### src/rtl/bcd_updown_counter.sv
// -----------------------------------------------------------------------------
// bcd_updown_counter
//   Cascaded BCD up/down counter with synchronous clear, parallel load,
//   wrap or saturate behaviour at the count limits, a wrap/limit pulse and a
//   sticky invalid-load flag. All state changes on the falling edge of CK.
//
// Ports
//   CK    in   sole clock, falling-edge active
//   RST   in   asynchronous reset, active low
//   CLR   in   synchronous clear (highest priority)
//   LD    in   synchronous parallel load
//   D     in   load value, digit i = D[4i+3:4i], digit 0 least significant
//   EN    in   count enable
//   UP    in   direction, 1 = up, 0 = down
//   Q     out  registered BCD count, same layout as D
//   TC    out  combinational terminal count
//   WRAP  out  registered one-cycle wrap / limit-hold pulse
//   ERR   out  registered sticky flag, set by loading a digit of 10..15
// -----------------------------------------------------------------------------
module bcd_updown_counter #(
  parameter int DIGITS   = 4,
  parameter bit SATURATE = 1'b0
) (
  input  logic                  CK,
  input  logic                  RST,
  input  logic                  CLR,
  input  logic                  LD,
  input  logic [4*DIGITS-1:0]   D,
  input  logic                  EN,
  input  logic                  UP,
  output logic [4*DIGITS-1:0]   Q,
  output logic                  TC,
  output logic                  WRAP,
  output logic                  ERR
);

  logic [4*DIGITS-1:0] cnt_nxt;
  logic [4*DIGITS-1:0] load_val;
  logic                load_bad;
  logic                at_up;
  logic                at_dn;
  logic                at_lim;
  logic [DIGITS:0]     cy;

  // Next count in the selected direction. cy[i] means every lower digit is at
  // its rollover value (9 going up, 0 going down), so digit i must step.
  // Stepping past the limit naturally produces the wrapped value.
  always_comb begin
    cnt_nxt = Q;
    cy      = '0;
    cy[0]   = 1'b1;
    at_up   = 1'b1;
    at_dn   = 1'b1;
    for (int i = 0; i < DIGITS; i++) begin
      at_up = at_up & (Q[4*i +: 4] == 4'd9);
      at_dn = at_dn & (Q[4*i +: 4] == 4'd0);
      if (UP) begin
        cy[i+1] = cy[i] & (Q[4*i +: 4] == 4'd9);
        if (cy[i])
          cnt_nxt[4*i +: 4] = (Q[4*i +: 4] == 4'd9) ? 4'd0 : Q[4*i +: 4] + 4'd1;
      end else begin
        cy[i+1] = cy[i] & (Q[4*i +: 4] == 4'd0);
        if (cy[i])
          cnt_nxt[4*i +: 4] = (Q[4*i +: 4] == 4'd0) ? 4'd9 : Q[4*i +: 4] - 4'd1;
      end
    end
  end

  // Load value with non-BCD digits forced to 0 so Q never holds 10..15.
  always_comb begin
    load_val = '0;
    load_bad = 1'b0;
    for (int i = 0; i < DIGITS; i++) begin
      if (D[4*i +: 4] > 4'd9)
        load_bad = 1'b1;
      else
        load_val[4*i +: 4] = D[4*i +: 4];
    end
  end

  assign at_lim = UP ? at_up : at_dn;
  assign TC     = EN & at_lim;

  always_ff @(negedge CK or negedge RST) begin
    if (!RST) begin
      Q    <= '0;
      WRAP <= 1'b0;
      ERR  <= 1'b0;
    end else if (CLR) begin
      Q    <= '0;
      WRAP <= 1'b0;
      ERR  <= 1'b0;
    end else if (LD) begin
      Q    <= load_val;
      WRAP <= 1'b0;
      ERR  <= ERR | load_bad;
    end else if (EN) begin
      // In saturate mode a count into the limit holds Q but still pulses WRAP.
      if (!(SATURATE && at_lim))
        Q <= cnt_nxt;
      WRAP <= at_lim;
    end else begin
      WRAP <= 1'b0;
    end
  end

endmodule
### config.mk
export PLATFORM = sky130hd
export DESIGN_NAME = bcd_updown_counter
export DESIGN_NICKNAME = d
export VERILOG_FILES = /design/src/rtl/bcd_updown_counter.sv
export SDC_FILE = /design/constraint.sdc
export NUM_CORES = 1
export LEC_CHECK = 0
export ABC_CLOCK_PERIOD_IN_PS = 2380
export CAP_MARGIN = 20
export CORE_MARGIN = 3
export CORE_UTILIZATION = 40
export DETAILED_ROUTE_END_ITERATION = 12
export GPL_TIMING_DRIVEN = 0
export MAX_ROUTING_LAYER = met4
export PLACE_DENSITY = 0.68
export SYNTH_ARGS = -nofsm -noshare
export SYNTH_HDL_FRONTEND = slang
export SYNTH_SLANG_ARGS = --single-unit
### constraint.sdc
create_clock -name CK -period 2.38 [get_ports CK]
set_input_delay 0.238 -clock CK [delete_from_list [all_inputs] [get_ports CK]]
set_output_delay 0.238 -clock CK [all_outputs]
set_load 0.05 [all_outputs]
# Word-level counts from Yosys, hierarchy flattened
# Cells that the tools add are included.
# Widths: inputs -> output; s select.
# word_totals
register_bits,18
input_bits,22
out_inout_bits,19
word_cells,84
# classes
n_addsub,8
n_lt_le_gt_ge,4
n_eq_ne,4
muxes,38
bitwise_logic,12
reduce_logical,12
# ops
operator,n
$mux 4,22
$mux 16,3
$add 4x1->4 const B,4
$eq 4x4->1 const B,4
$gt 4x4->1 const B,4
$logic_not 4->1,4
$sub 4x1->4 const B,4
$mux 1,13
$reduce_bool 3->1,4
$and 1x1->1,11
$reduce_and 2->1,3
$reduce_bool 2->1,1
$or 1x1->1,1

# Logic depth before layout (Yosys ltp)
# Gate-level depths: netlist (run 1).
# depth
depth_word,11
mapped_depth,8

==> metrics.txt, run 1 <==
CP Data Required Time ~2.1 ns; CTS sink cnt 18; FP Rows 22; HPWL after DPL ~3.5 mm; Overall Global Routing Usage 0.236; wire per inst about 17 um; clk_lat worst skew roughly 0.28 ns; placed cell area approximately 2200 um2; busiest grt layer met2; CP endpoint kind output port; Finished Cell Area 2790 um2; failing checks negative setup slack; H-tree level count 1; r2r worst-path depth 8; full die area around 5000 um2; dominant cell type by area after synthesis dfrtn_1; Synthesized Nets approximately 240; Ant. Diodes 0; Pleak approximately 0.0012 uW; crit path launch type register; Total Power 1240 uW; synthesized area ~1700 um2; Fin. Hold Viols 0; vias about 2000; I/O pins 41; grt met2 use 0.368; maxcap violations 0; Post-Place Worst Slack -1.35 ns; post-synthesis register bit count 18; Hold Path Sink ERR; port bufs 39; hold path cells 2; CTS buffer count 3; final worst slack -0.854 ns; Pwr Density between 400 and 500 nW/um2; Clock Pin Slew Worst Setup and Hold Paths around 0.05 ns; largest net degree at the start of global routing 19; Layout Area Growth over Synthesis 65.9%; worst vdd ir around 280 uV; core outline area 3850 um2; RR Startpoint Q[0]; first-pass GRT wire length 9.32 mm; Fin Setup TNS -2.62 ns; top cell type's share of synthesized area 0.268; FF-to-FF setup slack about 0.26 ns; initial antenna violation count 0; worst setup path class register to output port; syn_area_per_cell a little under 8 um2; Synth Instances 213; CTS tree built; Die W approximately 70 um; Arr. time, crit path ~3.0 ns; crit-path max FO 4; initial drt markers 170; most common flop cell mapped by yosys dfrtn_1; number of synthesized flops with an enable pin 0; final-report max-slew violation count 0; Worst-Margin Slew 0.931 ns; Seq/Total Area, Yosys 0.268; Clock Path Buffers 2; GP Congestion 0.853; drt pass-1 iters 4; worst reg2reg endpoint Q[2]; # setup viols final 16; Remaining DRCs 0; Die Ht 70.8 um; yosys warns 0; grt met1 use 0.313; cts-stage hold buffer count 0; RSZ-0062 raised after global routing yes; hold crit path type register to register; Detailed Route WL 5.86 mm; Detail Route Antenna Nets 0; Clock Root Buffer clkbuf_8; grt ovf 0; outcome complete, but fails checks; vias per cell 5.91; Cell Count, Final, Fillers Out 340; share of flip-flops with an asynchronous set or reset 1.00; Netlist cell types a little under 60; Max-slew headroom 0.377; Cells after DPL 300; share of layout cells above drive strength 1 0.397; ranking of synthesized cells by area dfrtn_1 27%, nor2_1 4.9%, a21oi_1 4.2%; Initial Utilization 0.436; hold_sp ERR; Post-Route Skew between 0.005 and 0.006 ns; grt met3 use 0.0440; vias in the first global route between 1500 and 2000; nets 318
## cell type report
cell class	count	area, um2
Tap cell	48	60.1
Multi-Input combinational cell	170	1300
Timing Repair Buffer	75	731
Inverter	6	22.5
Fill cell	291	1070
Sequential cell	18	450
Buffer	19	170
Clock buffer	4	55.1
## worst max-delay path by stage
stage | from | to
final | Q[4] | TC
after global routing | Q[0] | TC
after CTS | Q[0] | TC
after detailed placement | Q[0] | TC
after global placement | Q[7] | TC
after floorplan | Q[0] | TC
## what timing repair did
action                                  in CTS  in global routing
gates resized for setup                    170                 45
setup buffers                               22                 14
cloned                                       0                  0
endpoints found under the setup margin      37                 26
pin swaps                                   14                 17
## metal layers
metal  vias to the layer above  routed length, um
li1                        955                  -
met4                         0                123
met1                       947               2480
met3                        15                428
met2                        91               2830
met5                         -                  0
## state kept, by name (all words and copies together), names as in the netlist
| signal | flops |
|---|---|
| ERR | 1 |
| Q | 16 |
| WRAP | 1 |
## synthesized netlist by cell type (5+ instances only)
library cell	n
buf_2	8
o21ai_0	11
a21oi_1	14
nand2b_1	6
mux2_2	5
nand2_1	13
inv_1	5
clkbuf_1	8
nand3_1	10
nor2_1	22
dfrtn_1	18
a211oi_1	7
## metrics by stage
stage / hold WS [ns] / util
CTS: 0.461 / 0.660
floorplan: 0.744 / -
global route: 0.513 / 0.723
finish: 0.462 / 0.723
detailed placement: 0.460 / 0.569
global placement: 0.459 / 0.569
## placed cells by master, fill, tap and decap left out, drive strengths merged, types with 2 or more instances in the layout
master / count
inv: 6
o31ai: 2
and2: 3
nand3: 10
clkbuf: 12
buf: 68
o221ai: 2
or3: 3
xnor2: 3
mux2: 7
nand4b: 3
nor2: 22
nand2: 13
nor4b: 2
a31oi: 4
a21boi: 2
clkdlybuf4s50: 17
a221oi: 2
a311oi: 2
o21ai: 14
mux2i: 2
or2: 2
o22a: 2
nor4: 3
a21oi: 14
nand2b: 6
and3b: 3
nor2b: 3
a211oi: 7
nand3b: 2
xor2: 4
ha: 3
dfrtn: 18
o22ai: 4
nand4: 4
## logic make-up (layout without fill, tap and decap cells)
group                    after synthesis  count (layout)  synth area share
AND/OR/NAND/NOR                       88              88             0.293
flip-flops                            18              18             0.268
AO/OA/AOI/OAI                         63              63             0.248
adder cells (fa/ha/maj)                3               3            0.0224
XOR/XNOR                               7               7            0.0365
multiplexers                           9               9            0.0589
buffers and inverters                 25             104            0.0730
## worst max-delay path, stage by stage, from the launching register on
cell      delay [ns]
dfrtn_1         0.38
buf_6           0.14
nor4_4          0.28
nand2_1         0.09
and4b_1         0.25
o2111a_2        0.24
buf_8           0.15
## power breakdown
group / internal (uW) / total [uW] / switching, uW
Combinational: 289 / 612 / 323
Sequential: 332 / 354 / 22.5
Clock: 148 / 269 / 122
Total: 768 / 1240 / 467
No activity file was read; power rests on OpenSTA's default activity.
==> run 2: changes to the inputs <==
--- a/config.mk
+++ b/config.mk
@@ -9,6 +9,7 @@
 export CAP_MARGIN = 20
 export CORE_MARGIN = 3
 export CORE_UTILIZATION = 40
+export CTS_CLUSTER_SIZE = 14
 export DETAILED_ROUTE_END_ITERATION = 12
 export GPL_TIMING_DRIVEN = 0
 export MAX_ROUTING_LAYER = met4
==> constraint.sdc (replaced) <==
create_clock -name CK -period 2.38 [get_ports CK]
set_input_delay 0.238 -clock CK [delete_from_list [all_inputs] [get_ports CK]]
set_output_delay 0.238 -clock CK [all_outputs]
set_load 0.01 [all_outputs]
==> run 2 against run 1 <==
Net effect:
- the flow still finishes with violations (negative setup slack)
- flip-flop and latch count is the same
- non-clock buffer count rose by 1
- setup slack gained 0.022 ns
- global-route usage fell by 0.89 points
- hold slack got worse by 0.012 ns
- combinational power decreased by 14%
- clock-buffer cell count is 1 lower
- clock skew shrank 0.0025 ns
- register-to-register slack improved by 0.12 ns
- sequential share of layout area grew 0.088 points
- cell count stayed put
- sequential power fell by 1%
- critical path type unchanged
- highest routed layer unchanged
==> metrics.txt, run 2 (synthesis gave the netlist of run 1 again) <==
CTS buffer count 3 (unchanged); vias in the first global route 1818 (-1.9%); Initial Utilization 0.436 (unchanged); vias 1960 (-2.4%); CTS sink cnt 18 (unchanged); crit-path max FO 4 (unchanged); CP endpoint kind output port; WL met2 2.63 mm (-7.0%); Ant. Diodes 0 (unchanged); initial antenna violation count 0 (unchanged); Clock Pin Slew Worst Setup and Hold Paths 0.05 ns (about the same); most frequent cells in the layout 28 x buf_4, 22 x buf_6, 20 x nor2_1; core outline area 3850 um2 (unchanged); number of fill cells in the layout 291 (unchanged); final worst slack -0.831 ns (+0.0223 ns); crit path launch type register; Detailed Route WL 5.60 mm (-4.4%); CP max-delay cell dfrtn_1; biggest regs Q x16, ERR x1, WRAP x1; RSZ-0062 raised after global routing yes; Max-slew headroom 0.381 (+0.00381); Met3 Wirelength 403 um (-5.8%); GP Congestion 0.849 (-0.55%); Clk pwr share 0.208 (-0.010); port bufs 39 (unchanged); first-pass GRT wire length 9.05 mm (-3.0%); commonest non-fill, non-tap cell in the layout buf_4; Fin Setup TNS -1.39 ns (+1.22 ns); Comb power frac 0.476 (-0.019); Pwr Density 398 nW/um2 (-10%); sw frac 0.347 (-0.0314); nets 319 (+0.31%); final-report max-slew violation count 0 (unchanged); CTS tree built; Arr. time, crit path 2.97 ns (-0.03 ns); outcome complete, but fails checks; Cells after DPL 300 (unchanged); top routing layer used met4; H-tree level count 1 (unchanged); drt pass-1 iters 4 (unchanged); Clock Root Buffer clkbuf_8; failing checks negative setup slack; Detail Route Antenna Nets 0 (unchanged); Overall Global Routing Usage 0.227 (-0.00892); sw power 382 uW (-18%); Clock Path Buffers 2 (unchanged); Largest Register Q; hold crit path type register to register; Worst-Margin Slew 0.926 ns (-0.00570 ns); vias per cell 5.76 (-2.4%); Fin. Hold Viols 0 (unchanged); worst-path cell chain ha_4 -> and3b_2 -> nand4b_1 -> nor3_1 -> o2111a_1 -> buf_2; # setup viols final 13 (-3); largest net degree at the start of global routing 19 (unchanged); grt ovf 0 (unchanged); slowest stage delay, CP 0.47 ns (+0.09 ns); Power Internal 721 uW (-6.2%); wire per inst 16.5 um (-4.4%); max reg flops 16 (unchanged); Layout Area Growth over Synthesis 65.0%; final core utilization 0.719 (-0.00390); CP Data Required Time 2.14 ns (about the same); Remaining DRCs 0 (unchanged); Cell Count, Final, Fillers Out 340 (unchanged); Sequential Power Share 0.316 (+0.029); worst vdd ir 276 uV (+0.33%); Die W 70.8 um (unchanged); clk_lat worst skew 0.27 ns (about the same); Pleak 0.00120 uW (-1.2%); Die Ht 70.8 um (unchanged); I/O pins 41 (unchanged); Post-Route Skew 0.00339 ns (-0.00253 ns); maxcap violations 0 (unchanged); initial drt markers 221 (+30%); HPWL after DPL 3.38 mm (-4.4%); WL met1 2.48 mm (+0.24%); full die area 5010 um2 (unchanged); share of layout cells above drive strength 1 0.394 (-0.00342); Total Power 1100 uW (-11%); worst setup path class register to output port; FP Rows 22 (unchanged)
run 2: cell count changes in the layout (fill, tap and decap cells not counted), sizes merged:
cell,delta
dlygate4sd2,+1
buf,-8
clkdlybuf4s15,+4
clkbuf,+3
run 2: worst max-delay path: cells and delay by family (launching register included):
kind / cells / cell delay [ns]
buf+inv: 1 / 0.14
fa+ha+maj: 1 / 0.17
compound gates: 1 / 0.26
simple gates: 3 / 0.47
flops: 1 / 0.47
run 2: cell type report:
| class | count | area (um2) | share of cell area |
|---|---|---|---|
| Multi-Input combinational cell | 170 | 1330 | 0.480 |
| Timing Repair Buffer | 77 | 709 | 0.256 |
| Sequential cell | 18 | 450 | 0.163 |
| Buffer | 18 | 156 | 0.0565 |
| Tap cell | 48 | 60.1 | 0.0217 |
| Clock buffer | 3 | 41.3 | 0.0149 |
| Inverter | 6 | 22.5 | 0.00813 |
run 2: final timing paths:
check / start / endpoint / slack [ns] / depth (start not counted)
min in group asynchronous: RST / Q[12] / 1.56 / 1
max in group asynchronous: RST / Q[2] / 0.23 / 1
setup / recovery: Q[0] / TC / -0.83 / 6
setup reg to reg: Q[0] / Q[9] / 0.38 / 9
hold reg to reg: ERR / ERR / 0.45 / 2
hold / removal: ERR / ERR / 0.45 / 2
run 2: repair_timing:
| action | in CTS | in global routing |
|---|---|---|
| pin swaps | 20 | 23 |
| buffers inserted | 28 | 18 |
| hold buffers | 0 | 0 |
| endpoints found under the setup margin | 37 | 30 |
| resized for setup | 114 | 42 |
run 2: power by group through the flow:
stage	sequential [uW]	clock, uW	combinational (uW)
after floorplan	369	0	221
after global placement	363	0	370
after detailed placement	363	0	372
after CTS	348	236	477
after global routing	352	243	567
final	349	230	525
run 2: metal layers:
layer | GRT usage | vias to the layer above
met4 | 0.0605 | 0
met5 | - | -
met1 | 0.307 | 918
li1 | - | 951
met3 | 0.0355 | 9
met2 | 0.352 | 82
run 2: stage by stage:
step                setup slack (ns)  hold slack (ns)  cell area (um2)
floorplan                     -0.472            0.487             1740
global placement               -1.07            0.451             2190
detailed placement             -1.08            0.454             2190
CTS                           -0.779            0.459             2640
global route                  -0.880            0.496             2770
finish                        -0.831            0.450             2770
==> run 3: changes to the inputs <==
--- a/config.mk
+++ b/config.mk
@@ -11,6 +11,7 @@
 export CORE_UTILIZATION = 40
 export CTS_CLUSTER_SIZE = 14
 export DETAILED_ROUTE_END_ITERATION = 12
+export GPL_ROUTABILITY_DRIVEN = 1
 export GPL_TIMING_DRIVEN = 0
 export MAX_ROUTING_LAYER = met4
 export PLACE_DENSITY = 0.68
==> results of run 3 <==
The final DEF is identical to that of run 2; final timing and power are the same.
